==> config.mk <==
export PLATFORM = sky130hd
export DESIGN_NAME = sd_cmd_scheduler_flat
export DESIGN_NICKNAME = d
export VERILOG_FILES = /design/src/rtl/sd_host_pkg.sv /design/src/rtl/sd_cmd_scheduler_if.sv /design/src/rtl/sd_rr_arbiter2.sv /design/src/rtl/sd_cmd_scheduler.sv /design/src/flat_wrapper.sv
export SDC_FILE = /design/constraint.sdc
export NUM_CORES = 1
export LEC_CHECK = 0
export ABC_AREA = 1
export BUFFER_PORTS_ARGS = -buffer_cell sky130_fd_sc_hd__buf_4
export CAP_MARGIN = 25
export CORE_AREA = 2 2 151 153
export DETAILED_ROUTE_END_ITERATION = 8
export DIE_AREA = 0 0 153 155
export PLACE_DENSITY = 0.71
export SYNTH_ARGS = -nofsm -noshare
export SYNTH_HDL_FRONTEND = slang
export SYNTH_SLANG_ARGS = --single-unit
==> constraint.sdc <==
create_clock -name ex_clk -period 1.9 [get_ports ex_clk]
set_input_delay 0.095 -clock ex_clk [delete_from_list [all_inputs] [get_ports ex_clk]]
set_output_delay 0.095 -clock ex_clk [all_outputs]
set_load 0.005 [all_outputs]
==> src/rtl/sd_host_pkg.sv <==
// rtl/sd_host_pkg.sv - shared widths, encodings and scheduler state type
package sd_host_pkg;

   localparam int CMD_W  = 38;
   localparam int RESP_W = 127;

   localparam logic [1:0] RT_NONE = 2'b00;
   localparam logic [1:0] RT_R1   = 2'b01;
   localparam logic [1:0] RT_R2   = 2'b10;
   localparam logic [1:0] RT_R3   = 2'b11;

   localparam logic [1:0] ST_OK      = 2'b00;
   localparam logic [1:0] ST_CRC     = 2'b01;
   localparam logic [1:0] ST_TIMEOUT = 2'b10;

   typedef enum logic [2:0] {
      S_IDLE,
      S_SEND,
      S_WAIT_SEND,
      S_RECV,
      S_DONE
   } sched_state_t;

endpackage

==> src/rtl/sd_cmd_scheduler_if.sv <==
// rtl/sd_cmd_scheduler_if.sv - requester-side request/response bundle
interface sd_cmd_scheduler_if;
   import sd_host_pkg::*;

   logic [1:0]        req_valid;
   logic [CMD_W-1:0]  req_cmd0;
   logic [CMD_W-1:0]  req_cmd1;
   logic [1:0]        req_rtype0;
   logic [1:0]        req_rtype1;
   logic [1:0]        req_ack;
   logic [1:0]        grant;
   logic [1:0]        done;
   logic [1:0]        status;
   logic [RESP_W-1:0] resp;
   logic              busy;

   modport master (
      output req_valid, req_cmd0, req_cmd1, req_rtype0, req_rtype1,
      input  req_ack, grant, done, status, resp, busy
   );

   modport slave (
      input  req_valid, req_cmd0, req_cmd1, req_rtype0, req_rtype1,
      output req_ack, grant, done, status, resp, busy
   );

endinterface

==> src/rtl/sd_rr_arbiter2.sv <==
// rtl/sd_rr_arbiter2.sv - two-way round-robin winner select with priority pointer
module sd_rr_arbiter2 (
   input  logic       clk,
   input  logic       rst,
   input  logic [1:0] req_valid,
   input  logic       take,
   output logic [1:0] win
);

   logic rr;

   // Winner: the requester rr points at if it is valid, otherwise the other one
   always_comb begin
      win = 2'b00;
      if (rr) begin
         if (req_valid[1])      win = 2'b10;
         else if (req_valid[0]) win = 2'b01;
      end else begin
         if (req_valid[0])      win = 2'b01;
         else if (req_valid[1]) win = 2'b10;
      end
   end

   // Priority moves to the non-winner each time a grant is taken
   always_ff @(posedge clk) begin
      if (rst)       rr <= 1'b0;
      else if (take) rr <= win[0];
   end

endmodule

==> src/rtl/sd_cmd_scheduler.sv <==
// rtl/sd_cmd_scheduler.sv - shares one CMD-line send/receive engine between two requesters
module sd_cmd_scheduler
   import sd_host_pkg::*;
#(
   parameter int TIMEOUT_CYCLES = 4096
) (
   input  logic              ex_clk,
   input  logic              sd_reset,
   sd_cmd_scheduler_if.slave bus,
   output logic              send_en,
   output logic [CMD_W-1:0]  send_cmd_content,
   input  logic              sd_finished,
   output logic              receive_en,
   output logic              R2_response,
   output logic              R3_response,
   input  logic              sd_receive_finished,
   input  logic              crc_response_err,
   input  logic [RESP_W-1:0] response
);

   localparam int            TW = $clog2(TIMEOUT_CYCLES + 1);
   localparam logic [TW-1:0] TO = TW'(TIMEOUT_CYCLES);

   sched_state_t      state, state_d;
   logic [1:0]        win;
   logic              take;
   logic [1:0]        rtype_q, rtype_d;
   logic [CMD_W-1:0]  cmd_d;
   logic [TW-1:0]     timer, timer_d, timer_inc;
   logic              timer_hit;
   logic [1:0]        grant_d, status_d;
   logic [RESP_W-1:0] resp_d;
   logic              done_fire;

   assign take = (state == S_IDLE) && (win != 2'b00);

   sd_rr_arbiter2 u_arb (
      .clk       (ex_clk),
      .rst       (sd_reset),
      .req_valid (bus.req_valid),
      .take      (take),
      .win       (win)
   );

   // The phase ends on the cycle in which the count reaches TIMEOUT_CYCLES
   assign timer_inc = (timer == TO) ? TO : timer + 1'b1;
   assign timer_hit = (timer_inc == TO);

   // Next state and next values of every registered output
   always_comb begin
      state_d   = state;
      timer_d   = timer;
      rtype_d   = rtype_q;
      cmd_d     = send_cmd_content;
      grant_d   = bus.grant;
      status_d  = bus.status;
      resp_d    = bus.resp;
      done_fire = 1'b0;
      case (state)
         S_IDLE: begin
            if (take) begin
               rtype_d = win[1] ? bus.req_rtype1 : bus.req_rtype0;
               cmd_d   = win[1] ? bus.req_cmd1 : bus.req_cmd0;
               grant_d = win;
               state_d = S_SEND;
            end
         end
         S_SEND: begin
            timer_d = '0;
            state_d = S_WAIT_SEND;
         end
         S_WAIT_SEND: begin
            timer_d = timer_inc;
            if (sd_finished) begin
               if (rtype_q == RT_NONE) begin
                  status_d  = ST_OK;
                  resp_d    = '0;
                  done_fire = 1'b1;
                  state_d   = S_DONE;
               end else begin
                  timer_d = '0;
                  state_d = S_RECV;
               end
            end else if (timer_hit) begin
               status_d  = ST_TIMEOUT;
               resp_d    = '0;
               done_fire = 1'b1;
               state_d   = S_DONE;
            end
         end
         S_RECV: begin
            timer_d = timer_inc;
            if (sd_receive_finished) begin
               resp_d    = response;
               status_d  = crc_response_err ? ST_CRC : ST_OK;
               done_fire = 1'b1;
               state_d   = S_DONE;
            end else if (timer_hit) begin
               resp_d    = '0;
               status_d  = ST_TIMEOUT;
               done_fire = 1'b1;
               state_d   = S_DONE;
            end
         end
         S_DONE: begin
            grant_d = 2'b00;
            state_d = S_IDLE;
         end
         default: begin
            grant_d = 2'b00;
            state_d = S_IDLE;
         end
      endcase
   end

   // State register
   always_ff @(posedge ex_clk) begin
      if (sd_reset) state <= S_IDLE;
      else          state <= state_d;
   end

   // Timer, latches and registered outputs
   always_ff @(posedge ex_clk) begin
      if (sd_reset) begin
         timer            <= '0;
         rtype_q          <= RT_NONE;
         send_cmd_content <= '0;
         bus.grant        <= 2'b00;
         bus.req_ack      <= 2'b00;
         bus.done         <= 2'b00;
         bus.status       <= ST_OK;
         bus.resp         <= '0;
         bus.busy         <= 1'b0;
         send_en          <= 1'b0;
         receive_en       <= 1'b0;
         R2_response      <= 1'b0;
         R3_response      <= 1'b0;
      end else begin
         timer            <= timer_d;
         rtype_q          <= rtype_d;
         send_cmd_content <= cmd_d;
         bus.grant        <= grant_d;
         bus.req_ack      <= take ? win : 2'b00;
         bus.done         <= done_fire ? bus.grant : 2'b00;
         bus.status       <= status_d;
         bus.resp         <= resp_d;
         bus.busy         <= (state_d != S_IDLE);
         send_en          <= (state_d == S_SEND);
         receive_en       <= (state_d == S_RECV);
         R2_response      <= (state_d == S_RECV) && (rtype_d == RT_R2);
         R3_response      <= (state_d == S_RECV) && (rtype_d == RT_R3);
      end
   end

endmodule

==> src/flat_wrapper.sv <==
// flat-port wrapper written by rule: the top's interface ports become plain ports
module sd_cmd_scheduler_flat import sd_host_pkg::*;
#(
   parameter int TIMEOUT_CYCLES = 4096
)
  (ex_clk, sd_reset, send_en, send_cmd_content, sd_finished, receive_en, R2_response, R3_response, sd_receive_finished, crc_response_err, response, bus_req_valid, bus_req_cmd0, bus_req_cmd1, bus_req_rtype0, bus_req_rtype1, bus_req_ack, bus_grant, bus_done, bus_status, bus_resp, bus_busy);
  sd_cmd_scheduler_if bus_i ();
  input  logic ex_clk;
  input  logic sd_reset;
  output logic send_en;
  output logic [CMD_W-1:0] send_cmd_content;
  input  logic sd_finished;
  output logic receive_en;
  output logic R2_response;
  output logic R3_response;
  input  logic sd_receive_finished;
  input  logic crc_response_err;
  input  logic [RESP_W-1:0] response;
  input wire logic [$bits(bus_i.req_valid)-1:0] bus_req_valid;
  input wire logic [$bits(bus_i.req_cmd0)-1:0] bus_req_cmd0;
  input wire logic [$bits(bus_i.req_cmd1)-1:0] bus_req_cmd1;
  input wire logic [$bits(bus_i.req_rtype0)-1:0] bus_req_rtype0;
  input wire logic [$bits(bus_i.req_rtype1)-1:0] bus_req_rtype1;
  output wire logic [$bits(bus_i.req_ack)-1:0] bus_req_ack;
  output wire logic [$bits(bus_i.grant)-1:0] bus_grant;
  output wire logic [$bits(bus_i.done)-1:0] bus_done;
  output wire logic [$bits(bus_i.status)-1:0] bus_status;
  output wire logic [$bits(bus_i.resp)-1:0] bus_resp;
  output wire logic [$bits(bus_i.busy)-1:0] bus_busy;
  assign bus_i.req_valid = bus_req_valid;
  assign bus_i.req_cmd0 = bus_req_cmd0;
  assign bus_i.req_cmd1 = bus_req_cmd1;
  assign bus_i.req_rtype0 = bus_req_rtype0;
  assign bus_i.req_rtype1 = bus_req_rtype1;
  assign bus_req_ack = bus_i.req_ack;
  assign bus_grant = bus_i.grant;
  assign bus_done = bus_i.done;
  assign bus_status = bus_i.status;
  assign bus_resp = bus_i.resp;
  assign bus_busy = bus_i.busy;
  sd_cmd_scheduler #(.TIMEOUT_CYCLES(TIMEOUT_CYCLES)) u_core (.ex_clk(ex_clk), .sd_reset(sd_reset), .bus(bus_i), .send_en(send_en), .send_cmd_content(send_cmd_content), .sd_finished(sd_finished), .receive_en(receive_en), .R2_response(R2_response), .R3_response(R3_response), .sd_receive_finished(sd_receive_finished), .crc_response_err(crc_response_err), .response(response));
endmodule
== Yosys cells after proc, flatten, opt, wreduce, memory -nomap -nowiden ==
Cells that the tools add are included.

* Bitwise logic cells: 3
* Reductions and logical operators: 15
* $add $sub $neg: 1
* Equal/unequal tests: 11
* Multiplexer cells: 37

{| class="wikitable"
|+ Operators by type and width
! cell !! count
|-
| 2-to-1 mux 127 bit || 4
|-
| one-hot mux 127 bit (2 select lines) || 1
|-
| 2-to-1 mux 13 bit || 3
|-
| one-hot mux 13 bit (3 select lines) || 1
|-
| 2-to-1 mux 38 bit || 1
|-
| == test 13 bit (second input constant) || 2
|-
| 2-to-1 mux 2 bit || 12
|-
| 2-to-1 mux 3 bit || 5
|-
| adder 13 x 1 -> 13 bit (second input constant) || 1
|-
| one-hot mux 3 bit (4 select lines) || 1
|-
| == test 3 x 2 -> 1 bit (second input constant) || 3
|-
| one-hot mux 2 bit (2 select lines) || 2
|-
| == test 3 x 1 -> 1 bit (second input constant) || 2
|-
| 2-to-1 mux 1 bit || 6
|-
| AND reduction 2 bit || 3
|-
| nonzero test 3 bit || 2
|-
| == test 2 bit (second input constant) || 2
|-
| nonzero test 2 bit || 2
|-
| OR reduction 2 bit || 2
|-
| logical AND 1 bit || 3
|-
| logical NOT 3 bit || 1
|-
| inequality test 3 x 2 -> 1 bit (second input constant) || 1
|-
| NOT 1 bit || 3
|-
| OR reduction 3 bit || 1
|-
| 3 further kinds || 3
|}

* Logic and storage cells: 82
* Input port bits: 214
* Output and inout bits: 178
* Flip-flop bits (word level): 197

== Depth between registers and ports, before layout ==
* Depth after elaboration: 9
* Depth in mapped cells: 16
* Gate-level depth less buffers: 15

== Modules after synthesis ==
A second synthesis with hierarchy kept.

* Cell total of the unflattened synthesis: 1,030
* Area total of the unflattened synthesis: 7,604.8 sq um

{| class="wikitable"
|+ By module, submodules not included
! module !! seq. area each (sq um) !! cells an instance !! area each (sq um) !! times used
|-
| sd_cmd_scheduler || 3,923.8 || 1,019 || 7,543.5 || 1
|-
| sd_rr_arbiter2 || 20.0 || 11 || 61.3 || 1
|}

== Worst setup path after synthesis ==
Ideal clock, no wire load.

* Path type: reg2reg
* From: register u_core.timer[0]
* To: register u_core.bus.resp[88]
* Setup time: 0.143 ns
* Data arrival time: 1.783 ns
* Stages on the path, launching flop included: 15
* Slack: -0.027 ns
* Buffers on the path: 2
* Data required time: 1.757 ns
* Period minus slack after synthesis: 1.927 ns
* Cells stage by stage: dfxtp_1 ha_1 nand2_1 nor2_4 a21o_1 nand2_1 nand3_2 nor2_2 nand2_2 nand2_2 nand2_4 buf_8 buf_8 nand2_2 a21oi_2

* Longest elaborated chain between the ends: 6
* Elaborated cells on any way between the ends: 8
* Those cells by class: add/sub: 1; eq/ne: 2; mux: 5

{| class="wikitable"
|+ Ends and longest elaborated chain
! element !! RTL line !! text
|-
| start, declared || sd_cmd_scheduler.sv:29 || <nowiki>logic [TW-1:0] timer, timer_d, timer_inc;</nowiki>
|-
| start signal, assigned || sd_cmd_scheduler.sv:139 || <nowiki>timer <= timer_d;</nowiki>
|-
| adder 13 x 1 -> 13 bit / == test 13 bit (equally long branches) || sd_cmd_scheduler.sv:46 || <nowiki>assign timer_inc = (timer == TO) ? TO : timer + 1'b1;</nowiki>
|-
| 2-to-1 mux 13 bit (*) || sd_cmd_scheduler.sv:46 ||
|-
| == test 13 bit (*) || sd_cmd_scheduler.sv:47 || <nowiki>assign timer_hit = (timer_inc == TO);</nowiki>
|-
| 2-to-1 mux 127 bit (*) || -- ||
|-
| 2-to-1 mux 127 bit, on equally long branches || -- ||
|-
| one-hot mux 127 bit (2 select lines) (*) || -- ||
|-
| end signal, assigned || sd_cmd_scheduler.sv:146 || <nowiki>bus.resp <= resp_d;</nowiki>
|-
| end, declared || sd_cmd_scheduler_if.sv:24 || <nowiki>output req_ack, grant, done, status, resp, busy</nowiki>
|}

Every way passes the cells marked *; elsewhere a longest branch is shown, timed or not.
A chain may end at the register's enable or synchronous reset.

== Final worst setup path ==
* From: register u_core.timer[1]
* To: register u_core.bus.resp[67]

The elaborated chain is that of the path after synthesis.

==> reports/qor.txt <==
Worst-Margin Slew: 0.6140 ns
Startpoint types: flip-flop
Gate power share: 25.6%
Setup_tns: -22.69 ns
Routed Antenna Nets: 0
Worst Path Required: 2.21 ns
Most common cell in the netlist: nand2_1
Hpwl dp: 18950 um
Final core utilization: 70.81%
PwrDens: 713.9 nW/um2
Largest net degree at the start of global routing: 83
Die W: 153 um
Final worst slack: -0.2174 ns
First drt pass iteration count: 5
Worst R2R Path Depth: 15
Status: finished, violations left
Final period util: 111.4%
Avg WL per Cell: 18.23 um
CTS Root Cell: clkbuf_16
Minimum clock period: 2.117 ns
Layout net count: 1868
GRT Resource Usage Total: 25.77%
Slew Viols, Final: 0
Grt met3 use: 6.741%
Asr flop ratio synth: 0%
Via-to-Cell Ratio: 5.074
Post-synth top flop: dfxtp_1
Initial Util: 36.66%
Top-area cell type share of the netlist area: 48.40%
Port Buffers: 391
Met2 GRT Util: 45.27%
Post-synthesis register bit count: 197
Syn. warnings: 0
Power, Total: 0.01124 W
Slew margin rel.: 59.06%
Vias: 9895
Leak Pwr: 6.600 nW
Hold depth: 4
Core Rows: 55
Data arrival time of the critical path: 2.43 ns
DP Worst Slack: -0.1894 ns
Routability cong.: 0.8046
Synth area leaders: dfxtp_1 48%, nand2_1 13%, a21oi_1 8.7%
Final wirelength: 35540 um
Fin Hold WS: 0.01646 ns
Ports: 392
Switching share of total power: 30.67%
RSZ-0062 raised after global routing: yes
NetSw: 0.003445 W
Clock sink count: 197
Worst-case clock skew: 0.02974 ns
Reg power frac: 40.7%
Fmax: 472.3 MHz
Worst vdd ir: 0.5621 mV
Total grt overflow: 0
RR Endpoint: u_core.bus.resp[67]
Clk pwr share: 33.7%
Gate Count Post-Synth: 1014
Total CTS buffers: 17
Synthesized area: 8148 um2
Start point of the worst min-delay path: bus_req_valid[1]
CP Capture Type: flip-flop
Hold Path Class: in2reg
Fin. Hold Viols: 0
Max cap viols: 0
Global-route wire length before repair: 49780 um
Post-synth EDFFs: 0
Post-synth top cells: 282 x nand2_1, 197 x dfxtp_1, 142 x a21oi_1, 83 x nand2_2, 80 x a21oi_2
Initial antenna violation count: 1
TritonCTS clock tree: done
Post-synthesis sequential area ratio: 48.40%
RR Startpoint: u_core.timer[1]
Die ar.: 23720 um2
Layout cells sized above 1: 47.60%
Failing checks: setup timing
Crit Path Max Fanout: 7
GRT Max-Usage Layer: met2
Die Ht: 155 um
Setup violators final: 135
Hold EP: u_core.bus.grant[0]
Vias in the first global route: 9660
WS Path Type: reg2reg
Mapped Avg Cell Area: 8.035 um2
Met1 usage: 29.13%
Yosys top cell by area: dfxtp_1
P&R area growth vs syn: 93.17%
Worst-path clk slew: 0.08 ns
Skew-Pair Late Insertion Delay: 0.45 ns
Netlist cell types: 34
Core ar.: 22230 um2
DR iter-0 viols: 631
Synth Net Count: 1230
DRC: 0
Longest Clk Path Bufs: 2
Internal power: 0.007790 W
Setup slack, reg-to-reg: -0.22 ns
H-tree levels: 4
## worst max-delay path by stage
| stage | cells after the start | end | slack, ns | from |
|---|---|---|---|---|
| 2_1_floorplan | 13 | u_core.bus.resp[88] | 0.003 | u_core.timer[0] |
| 3_3_place_gp | 14 | u_core.bus.resp[123] | -0.13 | u_core.timer[3] |
| 3_5_place_dp | 14 | u_core.bus.resp[11] | -0.19 | u_core.timer[3] |
| 4_1_cts | 14 | u_core.bus.resp[113] | -0.15 | u_core.timer[0] |
| 5_1_grt | 15 | u_core.bus.resp[119] | -0.34 | u_core.timer[1] |
| 6_report | 15 | u_core.bus.resp[67] | -0.22 | u_core.timer[1] |
## critical path: stages, from the launching register on
cell and delay, ns:
dfxtp_4 0.39, nand2_4 0.06, nor2_4 0.26, nand3_2 0.15
nand2_2 0.11, nand2_1 0.06, inv_2 0.05, nand3_2 0.07
nor2_4 0.12, nand2_4 0.07, nand2_4 0.08, nand2_8 0.09
clkbuf_16 0.19, clkbuf_16 0.18, nand2_4 0.06, a21oi_2 0.05
## area by class of cell
| type | instances | area (um2) |
|---|---|---|
| antenna | 1 | 2.502 |
| multi-input combinational | 717 | 4552 |
| clock buffer | 17 | 425.4 |
| fill | 1497 | 6489 |
| timing repair buffer | 686 | 6137 |
| inverter | 33 | 123.9 |
| sequential | 197 | 3959 |
| tap | 285 | 356.6 |
| clock inverter | 14 | 182.7 |
## power by group through the flow
stage	clock, W	combinational (W)	sequential, W
after floorplan	0	0.000909	0.00463
after global placement	0	0.00193	0.00462
after detailed placement	0	0.00194	0.00462
after CTS	0.00384	0.00238	0.00453
after global routing	0.00403	0.00306	0.00459
final	0.00379	0.00288	0.00457
## cells in the final DEF, fill, tap and decap left out, types with 3 or more instances in the layout
| cell type | synthesis | routed |
|---|---|---|
| nand2_2 | 83 | 40 |
| nand3_1 | 21 | 17 |
| inv_1 | 28 | 27 |
| inv_2 | 4 | 5 |
| o21ai_2 | 0 | 3 |
| nand2_4 | 1 | 94 |
| clkinv_8 | 0 | 4 |
| dlygate4sd3_1 | 0 | 206 |
| buf_6 | 0 | 9 |
| buf_12 | 7 | 10 |
| nor3_1 | 5 | 4 |
| nand3_2 | 2 | 4 |
| a21oi_4 | 0 | 3 |
| buf_8 | 2 | 3 |
| o21ai_0 | 44 | 42 |
| nor2_4 | 3 | 7 |
| dfxtp_1 | 197 | 189 |
| clkbuf_16 | 0 | 29 |
| buf_16 | 0 | 4 |
| nor2_2 | 2 | 8 |
| a21oi_1 | 142 | 123 |
| dfxtp_2 | 0 | 6 |
| nand2_1 | 282 | 231 |
| buf_4 | 0 | 442 |
| inv_8 | 0 | 4 |
| nor2_1 | 34 | 24 |
| a21oi_2 | 80 | 96 |
## registers in the layout, summed over array words and instances, names as in the netlist
register and flops:
u_core.send_en 1, u_core.R3_response 1, u_core.bus.grant 2, u_core.bus.busy 1, u_core.bus.status 2, u_core.rtype_q 2
u_core.timer 13, u_core.bus.resp 127, u_core.bus.req_ack 2, u_core.send_cmd_content 38, u_core.R2_response 1, u_core.receive_en 1
u_core.u_arb.rr 1, u_core.bus.done 2, u_core.state 3
## per-stage QoR
| step | cells | area [um2] |
|---|---|---|
| after CTS | 1924 | 14420 |
| after floorplan | 1014 | 8150 |
| after global routing | 1950 | 15740 |
| after global placement | 1671 | 11520 |
| after detailed placement | 1671 | 11520 |
| final | 1950 | 15740 |
## metal layers
metal	vias to the layer above	share of wire (%)	wire, um
met5	-	0	0
met1	4642	37	13300
met2	533	50	17930
li1	4593	-	-
met3	127	7.4	2617
met4	0	4.7	1687
## cell families after synthesis
kind of cell / Yosys count / share of synthesized area [%]
compound gates: 275 / 20.82
xor+xnor: 2 / 0.2150
flops: 197 / 48.40
simple gates: 438 / 23.89
fa+ha+maj: 2 / 0.3071
buf+inv: 100 / 6.357
## timing repair
item / CTS / global route
pin swaps: 2 / 20
cloned: 1 / 17
hold buffers: 206 / 0
setup buffers: 15 / 10
endpoints found under the hold margin: 179 / 0
resized for setup: 23 / 211
setup endpoints to repair: 132 / 156
(Power assumes the default switching activity.)
